`config.mk`:
```
export PLATFORM = sky130hd
export DESIGN_NAME = seq_match_counter_flat
export DESIGN_NICKNAME = d
export VERILOG_FILES = /design/src/rtl/seq_match_counter_pkg.sv /design/src/rtl/seq_match_counter_if.sv /design/src/rtl/seq_match_counter_sat_counter.sv /design/src/rtl/seq_match_counter.sv /design/src/flat_wrapper.sv
export SDC_FILE = /design/constraint.sdc
export NUM_CORES = 1
export LEC_CHECK = 0
export BUFFER_PORTS_ARGS = -buffer_cell sky130_fd_sc_hd__buf_2
export CORE_AREA = 2 2 39 41
export DETAILED_ROUTE_END_ITERATION = 16
export DIE_AREA = 0 0 41 43
export MAX_ROUTING_LAYER = met4
export PLACE_DENSITY = 0.66
export REMOVE_ABC_BUFFERS = 1
export SLEW_MARGIN = 20
export SYNTH_ARGS = -nofsm -noshare
export SYNTH_HDL_FRONTEND = slang
export SYNTH_SLANG_ARGS = --single-unit
```
`constraint.sdc`:
```
create_clock -name clk -period 2 [get_ports clk]
set_clock_uncertainty 0.1 [all_clocks]
set_input_delay 0.2 -clock clk [delete_from_list [all_inputs] [get_ports clk]]
set_output_delay 0.2 -clock clk [all_outputs]
set_load 0.03 [all_outputs]
```
`src/rtl/seq_match_counter_pkg.sv`:
```
// Shared constants and helpers for the serial pattern match counter.
// The default pattern/width/counter constants are shared by the design,
// its stimulus source and the bench so all three agree on one pattern.
package seq_pkg;

    localparam int                   DEF_PAT_W    = 4;
    localparam logic [DEF_PAT_W-1:0] DEF_PATTERN  = 4'b1011;
    localparam int                   DEF_CNT_W    = 3;
    localparam bit                   DEF_SATURATE = 1'b1;

    // Width needed to hold a fill count in the range 0..patW inclusive.
    function automatic int fillWidth(input int patW);
        return $clog2(patW + 1);
    endfunction

endpackage

```
`src/rtl/seq_match_counter_if.sv`:
```
// Bundle of the serial input controls and the match/status outputs.
// The source block drives through 'master'; the detector sits on 'slave'.
interface seq_match_counter_if
    import seq_pkg::*;
#(
    parameter int PAT_W = DEF_PAT_W,
    parameter int CNT_W = DEF_CNT_W
);

    localparam int FILL_W = fillWidth(PAT_W);

    logic              en;
    logic              x;
    logic              overlap;
    logic              clr;
    logic              match;
    logic [CNT_W-1:0]  y;
    logic [FILL_W-1:0] fill;

    modport master (
        output en,
        output x,
        output overlap,
        output clr,
        input  match,
        input  y,
        input  fill
    );

    modport slave (
        input  en,
        input  x,
        input  overlap,
        input  clr,
        output match,
        output y,
        output fill
    );

endinterface

```
`src/rtl/seq_match_counter_sat_counter.sv`:
```
// Event counter with a synchronous clear and a build-time choice between
// saturating at all-ones and wrapping to zero. An increment arriving in the
// same cycle as a clear is not lost: the count restarts at one.
module sat_counter #(
    parameter int CNT_W    = 3,
    parameter bit SATURATE = 1'b1
) (
    input  logic             clk,
    input  logic             rst,
    input  logic             inc,
    input  logic             clr,
    output logic [CNT_W-1:0] count
);

    localparam logic [CNT_W-1:0] CNT_MAX = {CNT_W{1'b1}};

    logic [CNT_W-1:0] count_q;

    // Count events, with clear taking priority but still honouring a same-cycle event.
    always_ff @(posedge clk or negedge rst) begin
        if (!rst) begin
            count_q <= '0;
        end else if (clr) begin
            count_q <= inc ? CNT_W'(1) : '0;
        end else if (inc) begin
            if (SATURATE && (count_q == CNT_MAX)) begin
                count_q <= count_q;
            end else begin
                count_q <= count_q + CNT_W'(1);
            end
        end
    end

    assign count = count_q;

endmodule

```
`src/rtl/seq_match_counter.sv`:
```
// Serial bit-stream pattern detector with programmable pattern, optional
// overlapping matches, input enable and a saturating/wrapping match counter.
// The shift register plus the fill counter are the whole detector state.
module seq_match_counter
    import seq_pkg::*;
#(
    parameter int               PAT_W    = DEF_PAT_W,
    parameter logic [PAT_W-1:0] PATTERN  = DEF_PATTERN,
    parameter int               CNT_W    = DEF_CNT_W,
    parameter bit               SATURATE = DEF_SATURATE
) (
    input  logic               clk,
    input  logic               rst,
    seq_match_counter_if.slave bus
);

    localparam int              FILL_W    = fillWidth(PAT_W);
    localparam logic [FILL_W-1:0] FILL_FULL = FILL_W'(PAT_W);

    logic [PAT_W-1:0]  shreg_q;
    logic [PAT_W-1:0]  shreg_d;
    logic [FILL_W-1:0] fill_q;
    logic [FILL_W-1:0] fill_d;
    logic [FILL_W-1:0] fillInc;
    logic              match_q;
    logic              hit;
    logic [CNT_W-1:0]  count;

    // Next history/fill and the match decision for the bit presented this cycle.
    always_comb begin
        shreg_d = shreg_q;
        fillInc = fill_q;
        fill_d  = fill_q;
        hit     = 1'b0;
        if (bus.en) begin
            shreg_d = {shreg_q[PAT_W-2:0], bus.x};
            fillInc = (fill_q == FILL_FULL) ? FILL_FULL : fill_q + FILL_W'(1);
            hit     = (fillInc == FILL_FULL) && (shreg_d == PATTERN);
            // Without overlap the next match must be built from fresh bits only.
            fill_d  = (hit && !bus.overlap) ? '0 : fillInc;
        end
    end

    // Register the history, fill level and the one-cycle match pulse.
    always_ff @(posedge clk or negedge rst) begin
        if (!rst) begin
            shreg_q <= '0;
            fill_q  <= '0;
            match_q <= 1'b0;
        end else begin
            shreg_q <= shreg_d;
            fill_q  <= fill_d;
            match_q <= hit;
        end
    end

    sat_counter #(
        .CNT_W    (CNT_W),
        .SATURATE (SATURATE)
    ) u_count (
        .clk   (clk),
        .rst   (rst),
        .inc   (hit),
        .clr   (bus.clr),
        .count (count)
    );

    assign bus.match = match_q;
    assign bus.y     = count;
    assign bus.fill  = fill_q;

endmodule

```
`src/flat_wrapper.sv`:
```
// flat-port wrapper written by rule: the top's interface ports become plain ports
module seq_match_counter_flat import seq_pkg::*;
#(
    parameter int               PAT_W    = DEF_PAT_W,
    parameter logic [PAT_W-1:0] PATTERN  = DEF_PATTERN,
    parameter int               CNT_W    = DEF_CNT_W,
    parameter bit               SATURATE = DEF_SATURATE
)
  (clk, rst, bus_en, bus_x, bus_overlap, bus_clr, bus_match, bus_y, bus_fill);
  seq_match_counter_if #(.PAT_W(PAT_W), .CNT_W(CNT_W)) bus_i ();
  input  logic clk;
  input  logic rst;
  input wire logic [$bits(bus_i.en)-1:0] bus_en;
  input wire logic [$bits(bus_i.x)-1:0] bus_x;
  input wire logic [$bits(bus_i.overlap)-1:0] bus_overlap;
  input wire logic [$bits(bus_i.clr)-1:0] bus_clr;
  output wire logic [$bits(bus_i.match)-1:0] bus_match;
  output wire logic [$bits(bus_i.y)-1:0] bus_y;
  output wire logic [$bits(bus_i.fill)-1:0] bus_fill;
  assign bus_i.en = bus_en;
  assign bus_i.x = bus_x;
  assign bus_i.overlap = bus_overlap;
  assign bus_i.clr = bus_clr;
  assign bus_match = bus_i.match;
  assign bus_y = bus_i.y;
  assign bus_fill = bus_i.fill;
  seq_match_counter #(.PAT_W(PAT_W), .PATTERN(PATTERN), .CNT_W(CNT_W), .SATURATE(SATURATE)) u_core (.clk(clk), .rst(rst), .bus(bus_i));
endmodule
```
# Word level (Yosys, flattened, before mapping)
# Cells that the tools add are included.
dict set report totals {
  input_bits 6
  memories 0
  elab_cells 23
  ff_bits 10
  romBits 0
  ramBits 0
  latchBits 0
}
dict set report op_classes {
  mul 0
  addsub 2
  n_lt_le_gt_ge 0
  n_bitwise 0
  eq_ne 5
  n_div 0
  mux 7
  n_reduce_logical 5
  shifts 0
}
# cell n
set op_table {}
lappend op_table {{3-bit 2-to-1 mux} 5}
lappend op_table {{3-bit == test (second input constant)} 3}
lappend op_table {{3-bit by 1-bit adder with 3-bit output (second input constant)} 2}
lappend op_table {{4-bit == test (second input constant)} 1}
lappend op_table {{1-bit logical AND} 2}
lappend op_table {{1-bit 2-to-1 mux} 2}
lappend op_table {{2-bit inequality test (second input constant)} 1}
lappend op_table {{2-bit AND reduction} 1}
lappend op_table {{2-bit nonzero test} 1}
lappend op_table {{1-bit logical NOT} 1}

# Longest topological paths before layout
dict set report depth {
  depth_word 7
  ltp_mapped 6
  depth_no_buf 6
}

# Hierarchy
# Synthesis repeated with hierarchy kept, for this count alone.
dict set report unflattened {
  hier_cells 41
  hier_area_um2 508.0
}
# module cells_per_inst n_inst area_per_inst_um2
set modules_own_cells {}
lappend modules_own_cells {seq_match_counter 27 1 342.8}
lappend modules_own_cells {sat_counter 14 1 165.2}

# Least setup slack after synthesis
# No wires, ideal clock.
dict set report synth_path {
  path_kind {register -> register}
  startpoint {register u_core.fill_q[0] (netlist: u_core.bus.fill[0])}
  endpoint {register u_core.fill_q[2] (netlist: u_core.bus.fill[2])}
  setup_time_ns 0.126
  t_arrival_ns 1.546
  stages_incl_launch_ff 7
  path_slack_ns 0.228
  path_cell_list {dfrtp_1 > inv_1 > ha_1 > nand2b_1 > a21bo_2 > o22ai_1 > a21oi_1}
}
dict set report synth_via {
  elab_chain_cells 6
  word_cells_on_any_way 7
  classes_between {add/sub (1); eq/ne (2); mux (2); reduce/logical (2)}
}
# item line
set synth_rtl {}
lappend synth_rtl {{from (decl)} seq_match_counter.sv:22} ;# logic [FILL_W-1:0] fill_q;
lappend synth_rtl {{from (signal assigned)} seq_match_counter.sv:52} ;# fill_q <= fill_d;
lappend synth_rtl {{3-bit by 1-bit adder with 3-bit output or 3-bit == test (tied branches)} seq_match_counter.sv:37} ;# fillInc = (fill_q == FILL_FULL) ? FILL_FULL : fill_q + FILL_W'(1);
lappend synth_rtl {{3-bit 2-to-1 mux *} seq_match_counter.sv:37}
lappend synth_rtl {{3-bit == test} seq_match_counter.sv:38} ;# hit = (fillInc == FILL_FULL) && (shreg_d == PATTERN);
lappend synth_rtl {{1-bit logical AND} seq_match_counter.sv:38}
lappend synth_rtl {{1-bit logical AND} seq_match_counter.sv:40} ;# fill_d = (hit && !bus.overlap) ? '0 : fillInc;
lappend synth_rtl {{3-bit 2-to-1 mux *} seq_match_counter.sv:40}
# Every way passes the cells marked *; elsewhere a longest branch is shown, timed or not.
# A chain may end at the register's enable or synchronous reset.

# Worst setup path in the final report
# Same ends and word-level chain as after synthesis.

==> metrics.md <==
| Metric | Value |
|---|---|
| Layout Nets | a little under 80 |
| Gate count of the mapped netlist | 50 |
| Via/cell ratio | about 5.2 |
| Core Region | around 1400 sq um |
| Routed met1 length | a little over 400 microns |
| Lkg Pwr | approximately 0.31 nW |
| Hold Crit Class | in2reg |
| Post-synthesis cell type count | 22 |
| Clk Latency, worst-skew pair | roughly 0.25 ns |
| Initial Util | between 30% and 40% |
| Ports | 13 |
| CTS tree | done |
| DPL Wire Length | 768 microns |
| Synth top area share | between 40 and 50% |
| Max VDD drop | between 0.5 and 0.6 mV |
| Crit-path slowest cell | dfrtp_1 |
| Drt first pass iters | 2 |
| Die W | about 40 microns |
| Met2 Wirelength | roughly 530 microns |
| Dpl cells | 77 |
| Post-synth top area cell | dfrtp_1 |
| Root buf cell | clkbuf_4 |
| Arrival time worst endpoint | between 1.5 and 2 ns |
| Synthesized area | around 520 sq um |
| Fmax | 608 MHz |
| CP Capture Type | flop |
| Final critical-path share of the clock period | between 80% and 90% |
| Die ar. | 1760 sq um |
| Vias in the first global route | 420 |
| Fill cells | 139 |
| Count of final hold-check violations | 0 |
| Max_slew headroom | between 80% and 90% |
| DR WL/cell | between 10 and 15 microns |
| Pwr dens | 1170 nW/um^2 |
| Setup tns final | 0 ns |
| Rows | 14 |
| CTS sink cnt | 10 |
| GRT Resource Usage Total | 13.9% |
| Final Slew Violations | 0 |
| Clock-pin transition on the worst setup and hold timing paths | roughly 0.07 ns |
| Register bit total from synthesis | 10 |
| Die height | between 40 and 50 microns |
| Top-count cell post-synth | dfrtp_1 |
| # port buffers | 12 |
| Max-Cap Viols | 0 |
| RSZ-0062 raised after global routing | no |
| Worst slew pin tran | 0.230 ns |
| Antenna cells | 0 |
| DRC | 0 |
| Worst Path Buf+Inv | 1 |
| GP Congestion | around 0.77 |
| Number of synthesized flops with an enable pin | 0 |
| Crit-path leading delay family | compound AO/OA/AOI/OAI gates |
| First-pass GRT wire length | about 1600 microns |
| Total power draw | between 0.0007 and 0.0008 W |
| Tmin final | 1.65 ns |
| Largest cells by area after synthesis | dfrtp_1, ha_1, mux2_2 |
| Final setup vio count | 0 |
| Initial antenna violation count | 0 |
| Sequential share of the synthesized area | a little under half |
| Area Overhead vs Synth | 20.5% |
| WP data required | 2.04 ns |
| Max Used Layer | met3 |
| Clock buffer depth | 2 |
| Crit path max fanout | 4 |
| CP Cell Sequence | inv_1, ha_1, nand2b_1, a21bo_2, o22ai_1, a21oi_1 |
| Post-CTS Setup Inserts | 0 |
| Leading register cell type out of synthesis | dfrtp_1 |
| Status | complete, no violations |
| Initial DRC count | 2 |
| Routed wl met3 | around 36 microns |
| CP max stage delay | slightly below 0.4 ns |
| Total congestion overflow | 0 |
| Yosys Warn Count | 0 |
| Post-route insts no fill | 81 |
| Share of flip-flops with an asynchronous set or reset | 100% |
| Critical setup path kind | reg2reg |
| Synth cell count leaders | dfrtp_1, a21oi_1, ha_1 |
| DRT Wirelength | between 900 and 1000 microns |
| Share of cells above drive strength 1 | between 30% and 40% |
| Worst Setup Start Kind | flop |
| Final antenna-violating net count | 0 |
| CTS HTree Levels | 1 |
| Largest net degree at the start of global routing | 12 |
| Via count | between 400 and 500 |
| CTS buffer count | 3 |
| Placed Area | roughly 600 sq um |
| Syn avg cell area | between 10 and 15 sq um |
| Core Util, Final | 45.7% |
| Finished Cell Area | between 600 and 700 sq um |
what timing repair did:
item                      CTS  global route
gates resized for setup     0             0
hold buffers                1             0
hold endpoints to repair   10             0
power breakdown:
part	leakage (nW)	switching, W	internal, W
combinational	0.171	0.000210	0.000117
sequential	0.127	0.0000364	0.000243
clock	0.0138	0.0000634	0.0000691
cells by family (layout without fill, tap and decap cells):
family	count (synthesis)	count (layout)	synth area share [%]
flip-flops	10	10	47.7
multiplexers	3	3	6.44
AO/OA/AOI/OAI	14	14	16.2
buffers and inverters	4	19	3.10
XOR/XNOR	1	1	1.67
AND/OR/NAND/NOR	14	14	15.3
adder cells (fa/ha/maj)	4	4	9.55
metal layers:
metal | track usage, % | up-vias
li1 | - | 211
met1 | 15.3 | 198
met2 | 21.9 | 9
met3 | 4.19 | 0
met4 | 6.67 | 0
met5 | - | -
worst paths after layout:
check                                        start                 endpoint  slack [ns]  cells after the start
worst max register to register  u_core.bus.fill[0]       u_core.bus.fill[2]        0.35                      6
min in group asynchronous                      rst  u_core.u_count.count[2]        0.23                      2
max in group asynchronous                      rst        u_core.shreg_q[2]        1.37                      2
worst min-delay path                       bus_clr  u_core.u_count.count[2]        0.05                      2
worst min register to register   u_core.shreg_q[2]        u_core.shreg_q[2]        0.40                      1
worst max-delay path            u_core.bus.fill[0]       u_core.bus.fill[2]        0.35                      6
layout make-up:
cell class | count | area [sq um] | area share [%]
clock buffer | 3 | 22.5 | 3.56
inverter | 3 | 11.3 | 1.78
tap | 16 | 20.0 | 3.17
timing repair buffer | 13 | 70.1 | 11.1
multi-input combinational | 36 | 258 | 40.8
sequential | 10 | 250 | 39.6
stage by stage:
stage	hold WS (ns)	setup slack [ns]
floorplan	-0.196	0.231
CTS	0.0431	0.352
finish	0.0474	0.355
global placement	-0.0260	0.434
global route	0.0496	0.253
detailed placement	-0.0208	0.352
placed cells by master (no fill, tap or decap), types with 3 or more instances in the layout:
cell type	netlist	layout
buf_2	1	12
clkbuf_4	0	3
o21ai_1	3	3
nand3_1	3	3
a21oi_1	4	4
ha_1	4	4
mux2_2	3	3
inv_1	3	3
nand2_1	3	3
dfrtp_1	10	10
sequential cells by signal (all words and copies together), names as in the netlist:
name,cells
u_core.shreg_q,3
u_core.u_count.count,3
u_core.bus.match,1
u_core.bus.fill,3
Power figures use the tool's default switching activity.
